File: src/rtl/fifo_pkg.sv
// Shared definitions for the FIFO read-side stream adapter.
package fifo_pkg;

    localparam int unsigned DATA_WIDTH = 8;
    localparam int unsigned BEAT_W     = 16;

    typedef logic [DATA_WIDTH-1:0] fifo_word_t;

endpackage

File: src/rtl/stream_skid_buf.sv
// Two-entry in-order register buffer; entry0 is always the head word.
module stream_skid_buf
    import fifo_pkg::*;
#(
    parameter int unsigned WIDTH = DATA_WIDTH
) (
    input  logic             clk,
    input  logic             rst_n,
    input  logic             push,
    input  logic [WIDTH-1:0] push_data,
    input  logic             pop,
    output logic [1:0]       count,
    output logic [WIDTH-1:0] head
);

    logic [WIDTH-1:0] entry0_q, entry0_d;
    logic [WIDTH-1:0] entry1_q, entry1_d;
    logic [1:0]       count_q, count_d;

    always_ff @(posedge clk or negedge rst_n) begin
        if (!rst_n) begin
            entry0_q <= '0;
            entry1_q <= '0;
            count_q  <= 2'd0;
        end else begin
            entry0_q <= entry0_d;
            entry1_q <= entry1_d;
            count_q  <= count_d;
        end
    end

    always_comb begin
        entry0_d = entry0_q;
        entry1_d = entry1_q;
        count_d  = count_q;
        case ({push, pop})
            2'b10: begin
                if (count_q == 2'd0) begin
                    entry0_d = push_data;
                end else begin
                    entry1_d = push_data;
                end
                count_d = count_q + 2'd1;
            end
            2'b01: begin
                entry0_d = entry1_q;
                count_d  = count_q - 2'd1;
            end
            2'b11: begin
                // Simultaneous push/pop: the new word lands behind whatever remains.
                if (count_q == 2'd1) begin
                    entry0_d = push_data;
                end else begin
                    entry0_d = entry1_q;
                    entry1_d = push_data;
                end
            end
            default: ;
        endcase
    end

    assign count = count_q;
    assign head  = entry0_q;

endmodule

File: src/rtl/fifo_stream_reader.sv
// Pops a synchronous FIFO (1-cycle read latency) and presents the words as a
// valid/ready stream with packet framing via a beat counter.
module fifo_stream_reader
    import fifo_pkg::*;
#(
    parameter int unsigned DATA_WIDTH = fifo_pkg::DATA_WIDTH,
    parameter int unsigned PKT_LEN    = 4
) (
    input  logic                  clk,
    input  logic                  rst_n,
    input  logic                  enable,
    output logic                  fifo_rd_en,
    input  logic [DATA_WIDTH-1:0] fifo_rd_data,
    input  logic                  fifo_empty,
    output logic                  m_valid,
    output logic [DATA_WIDTH-1:0] m_data,
    output logic                  m_last,
    input  logic                  m_ready,
    output logic [BEAT_W-1:0]     beat_cnt
);

    localparam logic [BEAT_W-1:0] LastBeat = BEAT_W'(PKT_LEN - 1);

    logic [1:0]        buf_cnt;
    logic              inflight_q, inflight_d;
    logic              pop;
    logic [2:0]        occupancy;
    logic [BEAT_W-1:0] beat_cnt_q, beat_cnt_d;

    assign pop = m_valid && m_ready;

    // Slots committed after this edge; pop implies buf_cnt >= 1, so no underflow.
    assign occupancy  = {1'b0, buf_cnt} + {2'b00, inflight_q} - {2'b00, pop};
    assign fifo_rd_en = enable && !fifo_empty && (occupancy < 3'd2);
    assign inflight_d = fifo_rd_en;

    always_ff @(posedge clk or negedge rst_n) begin
        if (!rst_n) begin
            inflight_q <= 1'b0;
            beat_cnt_q <= '0;
        end else begin
            inflight_q <= inflight_d;
            beat_cnt_q <= beat_cnt_d;
        end
    end

    always_comb begin
        beat_cnt_d = beat_cnt_q;
        if (pop) begin
            if (beat_cnt_q == LastBeat) begin
                beat_cnt_d = '0;
            end else begin
                beat_cnt_d = beat_cnt_q + 1'b1;
            end
        end
    end

    stream_skid_buf #(
        .WIDTH (DATA_WIDTH)
    ) u_buf (
        .clk       (clk),
        .rst_n     (rst_n),
        .push      (inflight_q),
        .push_data (fifo_rd_data),
        .pop       (pop),
        .count     (buf_cnt),
        .head      (m_data)
    );

    assign m_valid  = (buf_cnt != 2'd0);
    assign m_last   = m_valid && (beat_cnt_q == LastBeat);
    assign beat_cnt = beat_cnt_q;

endmodule
File: config.mk
export PLATFORM = sky130hd
export DESIGN_NAME = fifo_stream_reader
export DESIGN_NICKNAME = d
export VERILOG_FILES = /design/src/rtl/fifo_pkg.sv /design/src/rtl/stream_skid_buf.sv /design/src/rtl/fifo_stream_reader.sv
export SDC_FILE = /design/constraint.sdc
export NUM_CORES = 1
export LEC_CHECK = 0
export ABC_AREA = 1
export CAP_MARGIN = 40
export CELL_PAD_IN_SITES_DETAIL_PLACEMENT = 0
export CELL_PAD_IN_SITES_GLOBAL_PLACEMENT = 1
export CORE_ASPECT_RATIO = 1.4
export CORE_MARGIN = 2
export CORE_UTILIZATION = 40
export CTS_BUF_LIST = sky130_fd_sc_hd__clkbuf_8 sky130_fd_sc_hd__clkbuf_16
export DETAILED_ROUTE_END_ITERATION = 12
export GPL_ROUTABILITY_DRIVEN = 0
export PLACE_DENSITY_LB_ADDON = 0.25
export REMOVE_ABC_BUFFERS = 1
export SYNTH_ARGS = -nofsm -noshare
export SYNTH_HDL_FRONTEND = slang
export SYNTH_HIERARCHICAL = 1
export SYNTH_SLANG_ARGS = --single-unit
File: constraint.sdc
create_clock -name clk -period 3.6 [get_ports clk]
set_input_delay 0.72 -clock clk [delete_from_list [all_inputs] [get_ports clk]]
set_output_delay 0.72 -clock clk [all_outputs]
set_load 0.1 [all_outputs]
### Word level (Yosys, flattened, before mapping)

Cells that the tools add are included.

* add/sub/neg operators: 5
* order comparisons: 1
* equality and inequality tests: 8
* multiplexer cells: 8
* reductions and logical operators: 12

Operator list (number)
* $mux W8: 4
* $pmux W8 S3: 1
* $add A16 B1 Y16 const B: 1
* $eq A16 B2 Y1 const B: 1
* $mux W16: 1
* $pmux W8 S2: 1
* $reduce_bool A2 Y1: 3
* $eq A2 B1 Y1 const B: 2
* $eq A2 B2 Y1 const B: 2
* $logic_and A1 B1 Y1: 4
* $ne A2 B2 Y1 const B: 2
* $pmux W2 S2: 1
* $add A2 B1 Y3: 1
* $lt A3 B2 Y1 const B: 1
* $reduce_and A3 Y1: 1
* $reduce_bool A3 Y1: 1
* $sub A3 B1 Y3: 1
* $add A2 B1 Y2 const B: 1
* $logic_not A2 Y1: 1
* $ne A2 B1 Y1 const B: 1
* $reduce_and A2 Y1: 1
* $sub A2 B1 Y2 const B: 1
* $logic_not A1 Y1: 1

* flip-flop bits (word level): 35
* input bits: 13
* output and inout port bits: 27
* word-level logic and storage cells: 39

### Depth between registers and ports, before layout

* depth after elaboration: 5
* gate-level depth with buffers: 11
* mapped depth without buffers: 10

### Hierarchy

The synthesis kept the hierarchy.

By module, submodules not included
* fifo_stream_reader: times used 1, cells an instance 155, area an instance 1144.8 µm², seq. area each 425.4 µm²
* stream_skid_buf: times used 1, cells an instance 122, area an instance 960.9 µm², seq. area each 450.4 µm²

### Least setup slack after synthesis

No wires, ideal clock.

* path type: input to output
* start point: input port m_ready
* end point: output port fifo_rd_en
* arrival time: 4.023 ns
* data required time: 2.880 ns
* slack: -1.143 ns
* stages: 9
* buffers on the path: 1
* cell sequence: inv_1 nor2_8 buf_8 ha_1 inv_1 nand2_1 fa_1 nand2_1 nor3_1

* longest elaborated chain between the ends: 4

Ends and longest elaborated chain
* from (decl): RTL line fifo_stream_reader.sv:18 `input logic m_ready,`
* $logic_and A1 B1 Y1: RTL line fifo_stream_reader.sv:30 `assign pop = m_valid && m_ready;`
* via pop: RTL line fifo_stream_reader.sv:26 `logic pop;`
* $sub A3 B1 Y3: RTL line fifo_stream_reader.sv:33 `assign occupancy = {1'b0, buf_cnt} + {2'b00, inflight_q} - {2'b00, pop};`
* $lt A3 B2 Y1: RTL line fifo_stream_reader.sv:34 `assign fifo_rd_en = enable && !fifo_empty && (occupancy < 3'd2);`
* $logic_and A1 B1 Y1: RTL line fifo_stream_reader.sv:34
* to (decl): RTL line fifo_stream_reader.sv:12 `output logic fifo_rd_en,`

The timed path passes the listed nets, and every way through them passes these cells.

### Final worst setup path

* start point: input port m_ready
* end point: output port fifo_rd_en

* longest elaborated chain between the ends: 4

Ends and longest elaborated chain (RTL line)
* $logic_and A1 B1 Y1: fifo_stream_reader.sv:30
* $sub A3 B1 Y3: fifo_stream_reader.sv:33
* $lt A3 B2 Y1: fifo_stream_reader.sv:34
* $logic_and A1 B1 Y1: fifo_stream_reader.sv:34

Every way passes these cells.

==> impl_metrics.py <==
metrics = {
    "timing": {
        "rsz0062_at_grt": "no",
        "min_period_over_period": 0.964,
        "holdWs_ns": 0.476,
        "max_freq_mhz": 288,
        "min_period_ns": 3.47,
        "fin_skew_ns": 0.0135,
        "setup_viol": 0,
        "setup_ws_ns": 0.129,
        "final-hold-violation-count": 0,
        "slew_violations": 0,
        "tightestPinTransition_ns": 0.463,
        "maxSlewHeadroom": 0.691,
    },
    "setup_path": {
        "crit_chain": "clkdlybuf4s50_1, inv_1, nor2_8, ha_1, inv_1, nand2_1, fa_1, nand2_1, nor3_2, buf_4, buf_12",
        "slowest_stage": "fa_1",
        "reg2reg_to": "u_buf/entry1_q[3]$_DFFE_PN0P_",
        "r2r_start": "u_buf/count[1]$_DFFE_PN0P_",
        "worst-setup-path-type": "in2out",
        "start_kind": "input pin",
        "slowest_delay_ns": 0.49,
        "cp_max_fo": 2,
        "crit_end": "fifo_rd_en",
        "critPathCaptureType": "output port",
        "critPathArrivalTime_ns": 2.75,
        "rrSetupSlack_ns": 1.50,
        "required_ns": 2.88,
        "reg2regPathDepth": 8,
        "critPathLaunch": "m_ready",
    },
    "finish": {
        "synthToLayoutAreaGrowth_pct": 45.2,
        "drive_above_1_share": 0.160,
        "ff_latch_area_um2": 876,
        "multi_input_area_mm2": 0.00108,
        "layout_common_cells": "nand2_1, dfrtp_1, clkdlybuf4s50_1",
        "final_common_cell": "nand2_1",
        "post-route-util": 0.597,
        "diodes": 0,
        "nets": 371,
        "layout.cells.non_filler": 415,
        "nFillCells": 481,
    },
    "grt": {
        "grt_max_degree": 36,
        "grt.overflow.total": 0,
        "grt_antenna_before_repair": 0,
        "grt.total_usage": 0.196,
        "grt_pass1_wl_mm": 8.98,
        "first_global_vias": 2005,
    },
    "place": {
        "placed_cells": 407,
        "hpwl_mm": 3.87,
        "portBuffers": 39,
        "preCtsSetupSlack_ns": 0.124,
    },
    "floorplanning": {
        "rows": 31,
        "dieHeight_um": 89.9,
        "core_area_mm2": 0.00512,
        "die_x_um": 65.3,
        "die_area_mm2": 0.00587,
        "start_util": 0.411,
        "ios": 40,
    },
    "clock_tree": {
        "clkLatencyLatePin_ns": 0.29,
        "cts-buffers-inserted": 5,
        "hold_buffers": 0,
        "htree_levels": 2,
        "tritoncts": "yes",
        "clk_pin_slew_ns": 0.08,
        "clock_path_buffers": 2,
        "cts-root-buf": "clkbuf_8",
        "post_cts_buffers": 0,
        "cts_resized": 0,
        "cts.sinks": 35,
    },
    "route": {
        "ant_nets": 0,
        "wl_per_cell_um": 12.4,
        "vias": 1952,
        "wl_mm": 5.15,
        "viasPerCell": 4.70,
        "drt_iter0_markers": 78,
        "route.detailed.drc": 0,
        "drt-pass1-iter-count": 4,
    },
    "synthesis": {
        "seq_area_frac_synth": 0.416,
        "yosysUniqueCellTypes": 27,
        "synth_edf_count": 0,
        "synth_cells": 277,
        "syn_area_mm2": 0.00211,
        "synth_area_per_cell_um2": 7.60,
        "synth_top_flop_cell": "dfrtp_1",
        "synth_seq_cells": 35,
        "yosys_warnings": 6,
        "async_flop_share": 1.00,
    },
    "pwr": {
        "swShare": 0.518,
        "internal_power_w": 0.00136,
        "p_comb_frac": 0.632,
        "power_w": 0.00281,
        "pwr-share-seq": 0.234,
        "peakVddDrop_mv": 0.593,
        "cellPowerDensity_mw_per_mm2": 921,
        "power.leakage_nw": 1.50,
        "pwr-share-clk": 0.133,
        "p_sw_w": 0.00146,
    },
    "run": {
        "max-cap-violations": 0,
    },
    "min_path": {
        "worstHoldPathType": "reg2reg",
        "min_path_cells": 2,
    },
    "status": {
        "status": "complete, no violations",
    },
}
-- worst max-delay path: cells and delay by family --
family | cells | cell delay, ns
buffers and inverters | 5 | 0.93
adder cells (fa/ha/maj) | 2 | 0.71
AND/OR/NAND/NOR | 4 | 0.38
-- sequential cells by signal, indices dropped and copies added, names as in the netlist --
register	count
beat_cnt	16
u_buf/entry1_q	8
u_buf/head	8
u_buf/count	2
inflight_q	1
-- logic make-up after synthesis --
logic type,after synthesis,share of synthesized area
xor+xnor,7,0.0291
fa+ha+maj,10,0.0630
compound gates,9,0.0256
simple gates,179,0.395
buf+inv,37,0.0713
flops,35,0.416
-- final cells by class --
type | count | share of cell area
clock buffers | 6 | 0.0270
well taps | 66 | 0.0270
clock inverters | 2 | 0.0115
multi-input cells | 205 | 0.355
repair buffers | 65 | 0.249
flip-flops and latches | 35 | 0.287
inverters | 36 | 0.0442
-- worst min-delay path by stage --
| stage | startpoint | end |
|---|---|---|
| final | u_buf/entry1_q[5]$_DFFE_PN0P_ | u_buf/entry1_q[5]$_DFFE_PN0P_ |
| after global routing | u_buf/head[2]$_DFFE_PN0P_ | u_buf/head[2]$_DFFE_PN0P_ |
| after CTS | u_buf/entry1_q[5]$_DFFE_PN0P_ | u_buf/entry1_q[5]$_DFFE_PN0P_ |
| after detailed placement | u_buf/entry1_q[5]$_DFFE_PN0P_ | u_buf/entry1_q[5]$_DFFE_PN0P_ |
| after global placement | u_buf/entry1_q[6]$_DFFE_PN0P_ | u_buf/entry1_q[6]$_DFFE_PN0P_ |
| after floorplan | rst_n | beat_cnt[0]$_DFFE_PN0P_ |
-- metal layers --
| layer | track usage | vias to the layer above | wire (µm) |
|---|---|---|---|
| met5 | 0 | - | 0 |
| met4 | 0.0903 | 0 | 105 |
| met3 | 0.0300 | 8 | 167 |
| met2 | 0.347 | 41 | 2690 |
| met1 | 0.224 | 896 | 2190 |
| li1 | - | 1007 | - |
-- through the flow --
stage / setup TNS (ns) / cell area [µm²]
floorplan: -1.87 / 2090
global placement: 0 / 2590
detailed placement: 0 / 2930
CTS: 0 / 3050
global route: 0 / 3060
finish: 0 / 3060
-- cell usage after synthesis, types with 2 or more instances --
master / n / share of area
nand2_1: 94 / 0.17
nand2_4: 3 / 0.016
inv_1: 33 / 0.059
xor2_1: 6 / 0.025
nand3_1: 34 / 0.081
a21oi_1: 2 / 0.0048
o21ai_1: 2 / 0.0048
o21ai_0: 2 / 0.0048
nor2_1: 28 / 0.050
nor3_1: 5 / 0.012
nand4_1: 4 / 0.012
ha_1: 9 / 0.053
nand2_2: 2 / 0.0059
nor2_2: 3 / 0.0089
dfrtp_1: 35 / 0.42
nor2_8: 2 / 0.019
nand3_2: 2 / 0.0095
inv_2: 2 / 0.0036
-- power groups by stage --
stage               combinational [W]  clock (W)  sequential, W
finish                        0.00178   0.000375       0.000660
floorplan                    0.000596          0        0.00122
detailed placement            0.00178          0       0.000668
global placement              0.00151          0       0.000667
CTS                           0.00179   0.000383       0.000661
global route                  0.00191   0.000399       0.000684
(Power assumes the default switching activity.)
